### src/rtl/estacao_reserva_r_pkg.sv
// Shared definitions for the R-type reservation station: ALU op codes,
// tag geometry and the tag ranges owned by each functional unit.
package estacao_reserva_r_pkg;

  localparam int unsigned DATA_W = 16;
  localparam int unsigned OP_W   = 3;
  localparam int unsigned TAG_W_DEF = 3;

  typedef enum logic [OP_W-1:0] {
    ULA_ADD  = 3'd0,
    ULA_SUB  = 3'd1,
    ULA_SLT  = 3'd2,
    ULA_CMP  = 3'd3,
    ULA_ADD4 = 3'd4,
    ULA_SUB4 = 3'd5
  } ula_op_e;

  // Tag 0 means the operand value is already present.
  localparam logic [TAG_W_DEF-1:0] TAG_NULL = '0;

  localparam int unsigned BASE_TAG_R   = 1;
  localparam int unsigned BASE_TAG_MEM = 4;

endpackage

### src/rtl/estacao_reserva_r_rs_entry.sv
// One reservation-station entry: operand storage, issue-time CDB bypass
// and CDB snooping for operands still waiting on a producer tag.
module rs_entry
  import estacao_reserva_r_pkg::*;
#(
  parameter int unsigned TAG_W = TAG_W_DEF
) (
  input  logic              clk_i,
  input  logic              rst_i,
  input  logic              issue_we_i,
  input  logic [OP_W-1:0]   issue_op_i,
  input  logic [DATA_W-1:0] issue_vj_i,
  input  logic [DATA_W-1:0] issue_vk_i,
  input  logic [TAG_W-1:0]  issue_qj_i,
  input  logic [TAG_W-1:0]  issue_qk_i,
  input  logic              cdb_valid_i,
  input  logic [TAG_W-1:0]  cdb_tag_i,
  input  logic [DATA_W-1:0] cdb_value_i,
  input  logic              dispatch_i,
  input  logic              complete_i,
  output logic              busy_o,
  output logic              ready_o,
  output logic [OP_W-1:0]   op_o,
  output logic [DATA_W-1:0] vj_o,
  output logic [DATA_W-1:0] vk_o
);

  logic              busy_q, busy_d;
  logic              exec_q, exec_d;
  logic [OP_W-1:0]   op_q, op_d;
  logic [DATA_W-1:0] vj_q, vj_d, vk_q, vk_d;
  logic [TAG_W-1:0]  qj_q, qj_d, qk_q, qk_d;

  function automatic logic hit(input logic [TAG_W-1:0] q);
    return cdb_valid_i && (q != '0) && (q == cdb_tag_i);
  endfunction

  always_comb begin
    busy_d = busy_q;
    exec_d = exec_q;
    op_d   = op_q;
    vj_d   = vj_q;
    vk_d   = vk_q;
    qj_d   = qj_q;
    qk_d   = qk_q;
    if (busy_q) begin
      if (hit(qj_q)) begin
        vj_d = cdb_value_i;
        qj_d = '0;
      end
      if (hit(qk_q)) begin
        vk_d = cdb_value_i;
        qk_d = '0;
      end
    end
    if (dispatch_i) exec_d = 1'b1;
    if (complete_i) begin
      busy_d = 1'b0;
      exec_d = 1'b0;
    end
    // Issue only targets a free entry, so it never collides with the paths above.
    if (issue_we_i) begin
      busy_d = 1'b1;
      exec_d = 1'b0;
      op_d   = issue_op_i;
      vj_d   = hit(issue_qj_i) ? cdb_value_i : issue_vj_i;
      qj_d   = hit(issue_qj_i) ? '0 : issue_qj_i;
      vk_d   = hit(issue_qk_i) ? cdb_value_i : issue_vk_i;
      qk_d   = hit(issue_qk_i) ? '0 : issue_qk_i;
    end
  end

  always_ff @(posedge clk_i) begin
    if (rst_i) begin
      busy_q <= 1'b0;
      exec_q <= 1'b0;
      op_q   <= '0;
      vj_q   <= '0;
      vk_q   <= '0;
      qj_q   <= '0;
      qk_q   <= '0;
    end else begin
      busy_q <= busy_d;
      exec_q <= exec_d;
      op_q   <= op_d;
      vj_q   <= vj_d;
      vk_q   <= vk_d;
      qj_q   <= qj_d;
      qk_q   <= qk_d;
    end
  end

  assign busy_o  = busy_q;
  assign ready_o = busy_q && !exec_q && (qj_q == '0) && (qk_q == '0);
  assign op_o    = op_q;
  assign vj_o    = vj_q;
  assign vk_o    = vk_q;

endmodule

### src/rtl/estacao_reserva_r.sv
// Reservation station for the R functional unit: issue allocation, lowest-index
// dispatch to the combinational FU and a single registered CDB result slot.
module estacao_reserva_r
  import estacao_reserva_r_pkg::*;
#(
  parameter int unsigned N_ENT    = 3,
  parameter int unsigned TAG_W    = TAG_W_DEF,
  parameter int unsigned BASE_TAG = BASE_TAG_R
) (
  input  logic              Clock,
  input  logic              Reset,
  input  logic              issue_valid,
  input  logic [OP_W-1:0]   issue_op,
  input  logic [DATA_W-1:0] issue_Vj,
  input  logic [DATA_W-1:0] issue_Vk,
  input  logic [TAG_W-1:0]  issue_Qj,
  input  logic [TAG_W-1:0]  issue_Qk,
  output logic [TAG_W-1:0]  issue_tag,
  output logic              full,
  input  logic              cdb_valid,
  input  logic [TAG_W-1:0]  cdb_tag,
  input  logic [DATA_W-1:0] cdb_value,
  output logic [OP_W-1:0]   fu_op,
  output logic [DATA_W-1:0] fu_A,
  output logic [DATA_W-1:0] fu_B,
  input  logic [DATA_W-1:0] fu_Q,
  output logic              cdb_req,
  input  logic              cdb_grant,
  output logic [TAG_W-1:0]  res_tag,
  output logic [DATA_W-1:0] res_value
);

  logic [N_ENT-1:0]  busy, ready, issue_we, dispatch, complete;
  logic [OP_W-1:0]   ent_op [N_ENT];
  logic [DATA_W-1:0] ent_vj [N_ENT];
  logic [DATA_W-1:0] ent_vk [N_ENT];

  logic              res_valid_q;
  logic [TAG_W-1:0]  res_tag_q;
  logic [DATA_W-1:0] res_value_q;

  logic              grant, slot_free, disp_any, free_found, disp_found;
  logic [TAG_W-1:0]  disp_tag;

  assign grant     = res_valid_q && cdb_grant;
  assign slot_free = !res_valid_q || cdb_grant;
  assign full      = &busy;

  always_comb begin
    issue_we   = '0;
    issue_tag  = TAG_W'(BASE_TAG);
    free_found = 1'b0;
    for (int unsigned i = 0; i < N_ENT; i++) begin
      if (!free_found && !busy[i]) begin
        free_found  = 1'b1;
        issue_tag   = TAG_W'(BASE_TAG + i);
        issue_we[i] = issue_valid;
      end
    end
  end

  always_comb begin
    dispatch   = '0;
    disp_found = 1'b0;
    disp_tag   = '0;
    fu_op      = '0;
    fu_A       = '0;
    fu_B       = '0;
    for (int unsigned i = 0; i < N_ENT; i++) begin
      if (slot_free && !disp_found && ready[i]) begin
        disp_found  = 1'b1;
        dispatch[i] = 1'b1;
        disp_tag    = TAG_W'(BASE_TAG + i);
        fu_op       = ent_op[i];
        fu_A        = ent_vj[i];
        fu_B        = ent_vk[i];
      end
    end
  end

  assign disp_any = disp_found;

  for (genvar g = 0; g < N_ENT; g++) begin : g_ent
    localparam logic [TAG_W-1:0] MY_TAG = TAG_W'(BASE_TAG + g);

    assign complete[g] = grant && (res_tag_q == MY_TAG);

    rs_entry #(.TAG_W(TAG_W)) u_entry (
      .clk_i       (Clock),
      .rst_i       (Reset),
      .issue_we_i  (issue_we[g]),
      .issue_op_i  (issue_op),
      .issue_vj_i  (issue_Vj),
      .issue_vk_i  (issue_Vk),
      .issue_qj_i  (issue_Qj),
      .issue_qk_i  (issue_Qk),
      .cdb_valid_i (cdb_valid),
      .cdb_tag_i   (cdb_tag),
      .cdb_value_i (cdb_value),
      .dispatch_i  (dispatch[g]),
      .complete_i  (complete[g]),
      .busy_o      (busy[g]),
      .ready_o     (ready[g]),
      .op_o        (ent_op[g]),
      .vj_o        (ent_vj[g]),
      .vk_o        (ent_vk[g])
    );
  end

  // A dispatch in a grant cycle reloads the slot, so it wins over the clear.
  always_ff @(posedge Clock) begin
    if (Reset) begin
      res_valid_q <= 1'b0;
      res_tag_q   <= '0;
      res_value_q <= '0;
    end else if (disp_any) begin
      res_valid_q <= 1'b1;
      res_tag_q   <= disp_tag;
      res_value_q <= fu_Q;
    end else if (grant) begin
      res_valid_q <= 1'b0;
    end
  end

  assign cdb_req   = res_valid_q;
  assign res_tag   = res_tag_q;
  assign res_value = res_value_q;

endmodule

### config.mk
export PLATFORM = sky130hd
export DESIGN_NAME = estacao_reserva_r
export DESIGN_NICKNAME = d
export VERILOG_FILES = /design/src/rtl/estacao_reserva_r_pkg.sv /design/src/rtl/estacao_reserva_r_rs_entry.sv /design/src/rtl/estacao_reserva_r.sv
export SDC_FILE = /design/constraint.sdc
export NUM_CORES = 1
export LEC_CHECK = 0
export CORE_MARGIN = 2
export CORE_UTILIZATION = 40
export CTS_CLUSTER_SIZE = 14
export DETAILED_ROUTE_END_ITERATION = 6
export GPL_ROUTABILITY_DRIVEN = 0
export SETUP_SLACK_MARGIN = 0.05
export SYNTH_ARGS = -nofsm -noshare
export SYNTH_HDL_FRONTEND = slang
export SYNTH_HIERARCHICAL = 1
export SYNTH_SLANG_ARGS = --single-unit
### constraint.sdc
create_clock -name Clock -period 2 [get_ports Clock]
set_clock_uncertainty 0.1 [all_clocks]
set_input_delay 0.4 -clock Clock [delete_from_list [all_inputs] [get_ports Clock]]
set_output_delay 0.4 -clock Clock [all_outputs]
set_load 0.02 [all_outputs]
* Word level (Yosys, flattened, before mapping)
Cells that the tools add are included.
W data, S select, Z words.
** Word-level totals
- Register bits :: 149
- Bits in latches :: 0
- RAM bits :: 0
- Bits in read-only memories :: 0
- Output and inout bits :: 59
- Word-level logic and storage cells :: 190
- Memories kept :: 0
** Cells by class
- Add/sub/neg operators :: 0
- Multipliers :: 0
- Div/mod/pow operators :: 0
- Order comparisons :: 0
- Equality and inequality tests :: 11
- Shift-type cells :: 0
- Muxes and demuxes :: 72
- Bitwise operators :: 0
- Reductions and logical operators :: 83
** Operators by type and width (count)
- $mux W16 :: 26
- $mux W3 :: 25
- $logic_and A1 B1 Y1 :: 36
- $reduce_bool A2 Y1 :: 13
- $eq A3 B3 Y1 :: 8
- $reduce_bool A3 Y1 :: 8
- $mux W1 :: 19
- $logic_not A3 Y1 :: 6
- $reduce_and A2 Y1 :: 6
- $logic_not A1 Y1 :: 9
- $reduce_or A3 Y1 :: 3
- $eq A3 B2 Y1 const B :: 2
- $mux W2 :: 2
- $eq A3 B1 Y1 const B :: 1
- $reduce_and A3 Y1 :: 1
- $logic_or A1 B1 Y1 :: 1

* Logic depth before layout (Yosys ltp)
- Word-level depth :: 15
- Depth in mapped cells :: 8

* Cells and area by module
Netlist, hierarchy kept.
** Modules (own cells, without submodules)
- rs_entry :: times used 3, cells each 270, area an instance 2349.8 um^2
- estacao_reserva_r :: times used 1, cells each 186, area an instance 1746.7 um^2

* Least setup slack after synthesis
Ideal clock, no wire load.
- Kind :: reg-to-output
- Start point :: register g_ent[0].u_entry.qk_q[0]
- End point :: output fu_A[0]
- Arrival :: 1.681 ns
- Data required time :: 1.500 ns
- Setup slack :: -0.181 ns
- Stages on the path, launching flop included :: 7
- Path buffers :: 2
- Cells stage by stage :: dfxtp_1 nor4_1 and4b_1 buf_4 buf_6 mux2i_1 o2bb2ai_1
** Between the ends
- Word-level cells in the longest chain between the ends :: 12
- Elaborated cells on any way between the ends :: 14
- Those cells by class :: mux (5); reduce/logical (9)
** RTL lines
- from (decl) :: RTL line estacao_reserva_r_rs_entry.sv:32 : logic [TAG_W-1:0] qj_q, qj_d, qk_q, qk_d;
- from (signal assigned) :: RTL line estacao_reserva_r_rs_entry.sv:89 : qk_q <= qk_d;
- $logic_not A3 Y1 * :: RTL line estacao_reserva_r_rs_entry.sv:94 : assign ready_o = busy_q && !exec_q && (qj_q == '0) && (qk_q == '0);
- $logic_and A1 B1 Y1 * :: RTL line estacao_reserva_r_rs_entry.sv:94
- via ready[0] :: RTL line estacao_reserva_r.sv:33 : logic [N_ENT-1:0] busy, ready, issue_we, dispatch, complete;
- $logic_and A1 B1 Y1 * :: RTL line estacao_reserva_r.sv:70 : if (slot_free && !disp_found && ready[i]) begin
- $mux W1 :: RTL line estacao_reserva_r.sv:70
- $logic_not A1 Y1 :: RTL line estacao_reserva_r.sv:70
- $logic_and A1 B1 Y1 (2 in series) :: RTL line estacao_reserva_r.sv:70
- $mux W1 :: RTL line estacao_reserva_r.sv:70
- $logic_not A1 Y1 :: RTL line estacao_reserva_r.sv:70
- $logic_and A1 B1 Y1 (2 in series) :: RTL line estacao_reserva_r.sv:70
- $mux W16 * :: RTL line estacao_reserva_r.sv:70
- to (decl) :: RTL line estacao_reserva_r.sv:24 : output logic [DATA_W-1:0] fu_A,
Mark *: on every way through the listed nets, which the timed path passes. The rest lies on a longest branch.

* Final worst setup path
- Start point :: register g_ent[0].u_entry.qj_q[1]
- End point :: output fu_B[10]
** Between the ends
- Word-level cells in the longest chain between the ends :: 13
- Elaborated cells on any way between the ends :: 15
- Those cells by class :: mux (5); reduce/logical (10)
** RTL lines
- from (decl) :: RTL line estacao_reserva_r_rs_entry.sv:32
- from (signal assigned) :: RTL line estacao_reserva_r_rs_entry.sv:88 : qj_q <= qj_d;
- $logic_not A3 Y1 * :: RTL line estacao_reserva_r_rs_entry.sv:94
- $logic_and A1 B1 Y1 * (2 in series) :: RTL line estacao_reserva_r_rs_entry.sv:94
- via ready[0] :: RTL line estacao_reserva_r.sv:33
- $logic_and A1 B1 Y1 * :: RTL line estacao_reserva_r.sv:70
- $mux W1 :: RTL line estacao_reserva_r.sv:70
- $logic_not A1 Y1 :: RTL line estacao_reserva_r.sv:70
- $logic_and A1 B1 Y1 (2 in series) :: RTL line estacao_reserva_r.sv:70
- $mux W1 :: RTL line estacao_reserva_r.sv:70
- $logic_not A1 Y1 :: RTL line estacao_reserva_r.sv:70
- $logic_and A1 B1 Y1 (2 in series) :: RTL line estacao_reserva_r.sv:70
- $mux W16 * :: RTL line estacao_reserva_r.sv:70
- to (decl) :: RTL line estacao_reserva_r.sv:25 : output logic [DATA_W-1:0] fu_B,
Marks and branches as above.

==> flow_metrics.tcl <==
set metrics [dict create \
    outcome "complete, but fails checks" \
    violations "negative setup slack" \
    nets 1331 \
    synth-seq-cells 148 \
    hold_buffers 0 \
    grt_pass1_vias 9289 \
    worst_slack_ns -0.7354 \
    critPathMaxStageDelay_ns 0.32 \
    finalInstanceArea_um2 13930 \
    n_antenna_cell 0 \
    synth_cells 996 \
    path_cells "nor4_1 -> and4b_2 -> buf_6 -> buf_6 -> clkbuf_16 -> buf_12 -> mux2i_4 -> o2bb2ai_2 -> buf_6" \
    dieHeight_um 152.3 \
    place_hpwl_um 23250 \
    async_reset_ff_frac 0 \
    startpoint_type "flop" \
    num_io_pins 140 \
    synth-seq-area-share 0.3368 \
    total_power_w 0.009165 \
    max_slew_margin 0.5429 \
    grt.overflow.total 0 \
    synth_warnings 6 \
    grt_max_degree 54 \
    holdWs_ns 0.2100 \
    vias 9748 \
    routed_wl_um 36210 \
    setup_tns_ns -24.90 \
    cts_max_level 4 \
    r2r_slack_ns -0.11 \
    drt-initial-drc-count 1111 \
    fin_crit_sh 1.368 \
    synth_edf_count 0 \
    num_rows 54 \
    fin_crit_ns 2.735 \
    power_density_nw_per_um2 658.0 \
    hold_viol 0 \
    finalMaxSlewViolations 0 \
    port_buffers 137 \
    cp_common_cell "buf_6" \
    dr.pass1.iters 6 \
    crit_slowest_cell "and4b_2" \
    criticalPathCategory "flop to output port" \
    syn_area_um2 8796 \
    crit_path_max_fanout 4 \
    antenna_found_initial 0 \
    required_ns 1.50 \
    drive_gt1_frac 0.3761 \
    fmax_mhz 365.6 \
    start_util 0.4056 \
    syn_to_final_growth_pct 58.35 \
    placed_cell_area_um2 11830 \
    cts_root_buf "clkbuf_16" \
    avgSynthCellArea_um2 8.831 \
    crit_buf_inv 5 \
    max-vdd-ir-drop_mv 0.5577 \
    cts_made_buffers 17 \
    cts.sinks 148 \
    via_per_inst 6.318 \
    dieArea_um2 23190 \
    grt_usage 0.2903 \
    setup_viol 50 \
    insertion_delay_ns 0.43 \
    coreArea_um2 21690 \
    post_drt_wl_per_cell_um 23.47 \
    cts_buffer_depth 2 \
    holdCritPathClass "primary input to flop" \
    dp_cells 1470 \
    grt_pass1_wl_um 54030 \
    instances_no_fill 1543 \
    arrival_ns 2.24 \
    drv_cap 0 \
    drcViolationCount 0 \
    synth_flop_cell "dfxtp_1" \
    tightest_slew_ns 0.6835 \
    die_x_um 152.3 \
    clk_pin_slew_ns 0.07 \
    rsz0062_at_grt "true" \
    power.leakage_nw 5.209 \
    crit_family "buffers and inverters" \
    ant_nets 0 \
    ys_types 56 \
    cts_tree "yes" \
    crit_path_end_kind "output port" \
]
[state kept, by name, summed over array words and instances (netlist names)]
| register | flops |
|---|---|
| g_ent.u_entry/exec_q | 3 |
| g_ent.u_entry/vk_o | 48 |
| g_ent.u_entry/busy_o | 3 |
| cdb_req | 1 |
| g_ent.u_entry/op_o | 9 |
| res_value | 16 |
| res_tag | 2 |
| g_ent.u_entry/vj_o | 48 |
| g_ent.u_entry/qk_q | 9 |
| g_ent.u_entry/qj_q | 9 |
[logic make-up (layout without fill, tap and decap cells)]
| family | count (synthesis) | count (layout) | synth area share |
|---|---|---|---|
| AO/OA/AOI/OAI | 422 | 425 | 0.3462 |
| XOR/XNOR | 27 | 27 | 0.02689 |
| buffers and inverters | 115 | 378 | 0.07838 |
| flip-flops | 148 | 148 | 0.3368 |
| multiplexers | 60 | 60 | 0.06828 |
| other | 1 | 2 | 0.0004263 |
| AND/OR/NAND/NOR | 223 | 223 | 0.1430 |
[routing by layer]
metal | up-vias | track usage | wire length [um]
met5 | - | 0 | 0
met4 | 0 | 0.09791 | 1248
met3 | 98 | 0.05091 | 3061
met2 | 554 | 0.4496 | 16300
met1 | 4693 | 0.4092 | 15600
li1 | 4403 | - | -
[layout by cell type, fill, tap and decap left out, types with 35 or more instances in the layout]
cell and n:
dfxtp_1 145, buf_4 137, clkdlybuf4s50_1 89, o21ai_0 82
nand3_1 57, a211oi_1 48, buf_12 47, o31ai_1 44
mux2i_1 40, a31oi_1 39, nand2b_1 35
[power by group]
part | internal [W] | switching, W | total (W) | leakage [nW]
clock | 0.00192 | 0.00147 | 0.00339 | 0.293
sequential | 0.00314 | 0.000141 | 0.00328 | 1.21
combinational | 0.00118 | 0.00132 | 0.00250 | 3.71
[stage by stage]
step           utilization  setup WS, ns
3_3_place_gp        0.5453       -0.7473
2_1_floorplan            -      -0.03374
5_1_grt             0.6422       -0.7753
3_5_place_dp        0.5453       -0.7607
4_1_cts             0.5983       -0.7877
6_report            0.6422       -0.7354
[synthesized netlist by cell type, types with 4 or more instances]
master | count | area (um2)
a311oi_1 | 48 | 420.4
xnor2_1 | 15 | 131.4
buf_2 | 22 | 110.1
buf_6 | 17 | 191.4
a31oi_1 | 49 | 306.5
or2_2 | 5 | 31.28
o31ai_1 | 48 | 360.4
nand3_1 | 97 | 485.5
o2bb2ai_1 | 35 | 306.5
a22oi_2 | 6 | 75.07
inv_1 | 15 | 56.30
o21ai_0 | 114 | 570.6
o211ai_1 | 9 | 67.56
nor3_1 | 4 | 20.02
nand2b_1 | 36 | 225.2
mux2i_1 | 60 | 600.6
buf_4 | 13 | 97.59
xor2_1 | 12 | 105.1
and2_1 | 13 | 81.33
o21bai_1 | 6 | 45.04
buf_1 | 6 | 22.52
dfxtp_1 | 148 | 2963
nor2_1 | 22 | 82.58
clkbuf_1 | 35 | 131.4
nor4_1 | 6 | 37.54
nor2b_1 | 9 | 56.30
or3b_1 | 6 | 52.55
a21oi_1 | 23 | 115.1
nand2_1 | 5 | 18.77
o21ai_2 | 4 | 35.03
a211oi_1 | 48 | 360.4
[area by class of cell]
class                           instances  area, um2
Clock inverter                         14      163.9
Clock buffer                           18      439.2
Fill cell                            1769       7760
Timing Repair Buffer                  331       3567
Multi-Input combinational cell        737       6381
Inverter                               15      60.06
Tap cell                              280      350.3
Sequential cell                       148       2967
[final timing paths]
check	start	to	cells past startpoint
worst max-delay path	g_ent[0].u_entry/qj_q[1]	fu_B[10]	9
worst min-delay path	Reset	g_ent[1].u_entry/qk_q[0]	2
worst max register to register	g_ent[0].u_entry/busy_o	g_ent[2].u_entry/vj_o[0]	11
worst min register to register	res_value[15]	res_value[15]	2
[repair_timing]
action | 4_1_cts | 5_1_grt
setup buffers | 17 | 22
setup endpoints to repair | 90 | 159
pin swaps | 38 | 80
gates cloned | 6 | 6
gates resized for setup | 261 | 173
(Power assumes the default switching activity.)
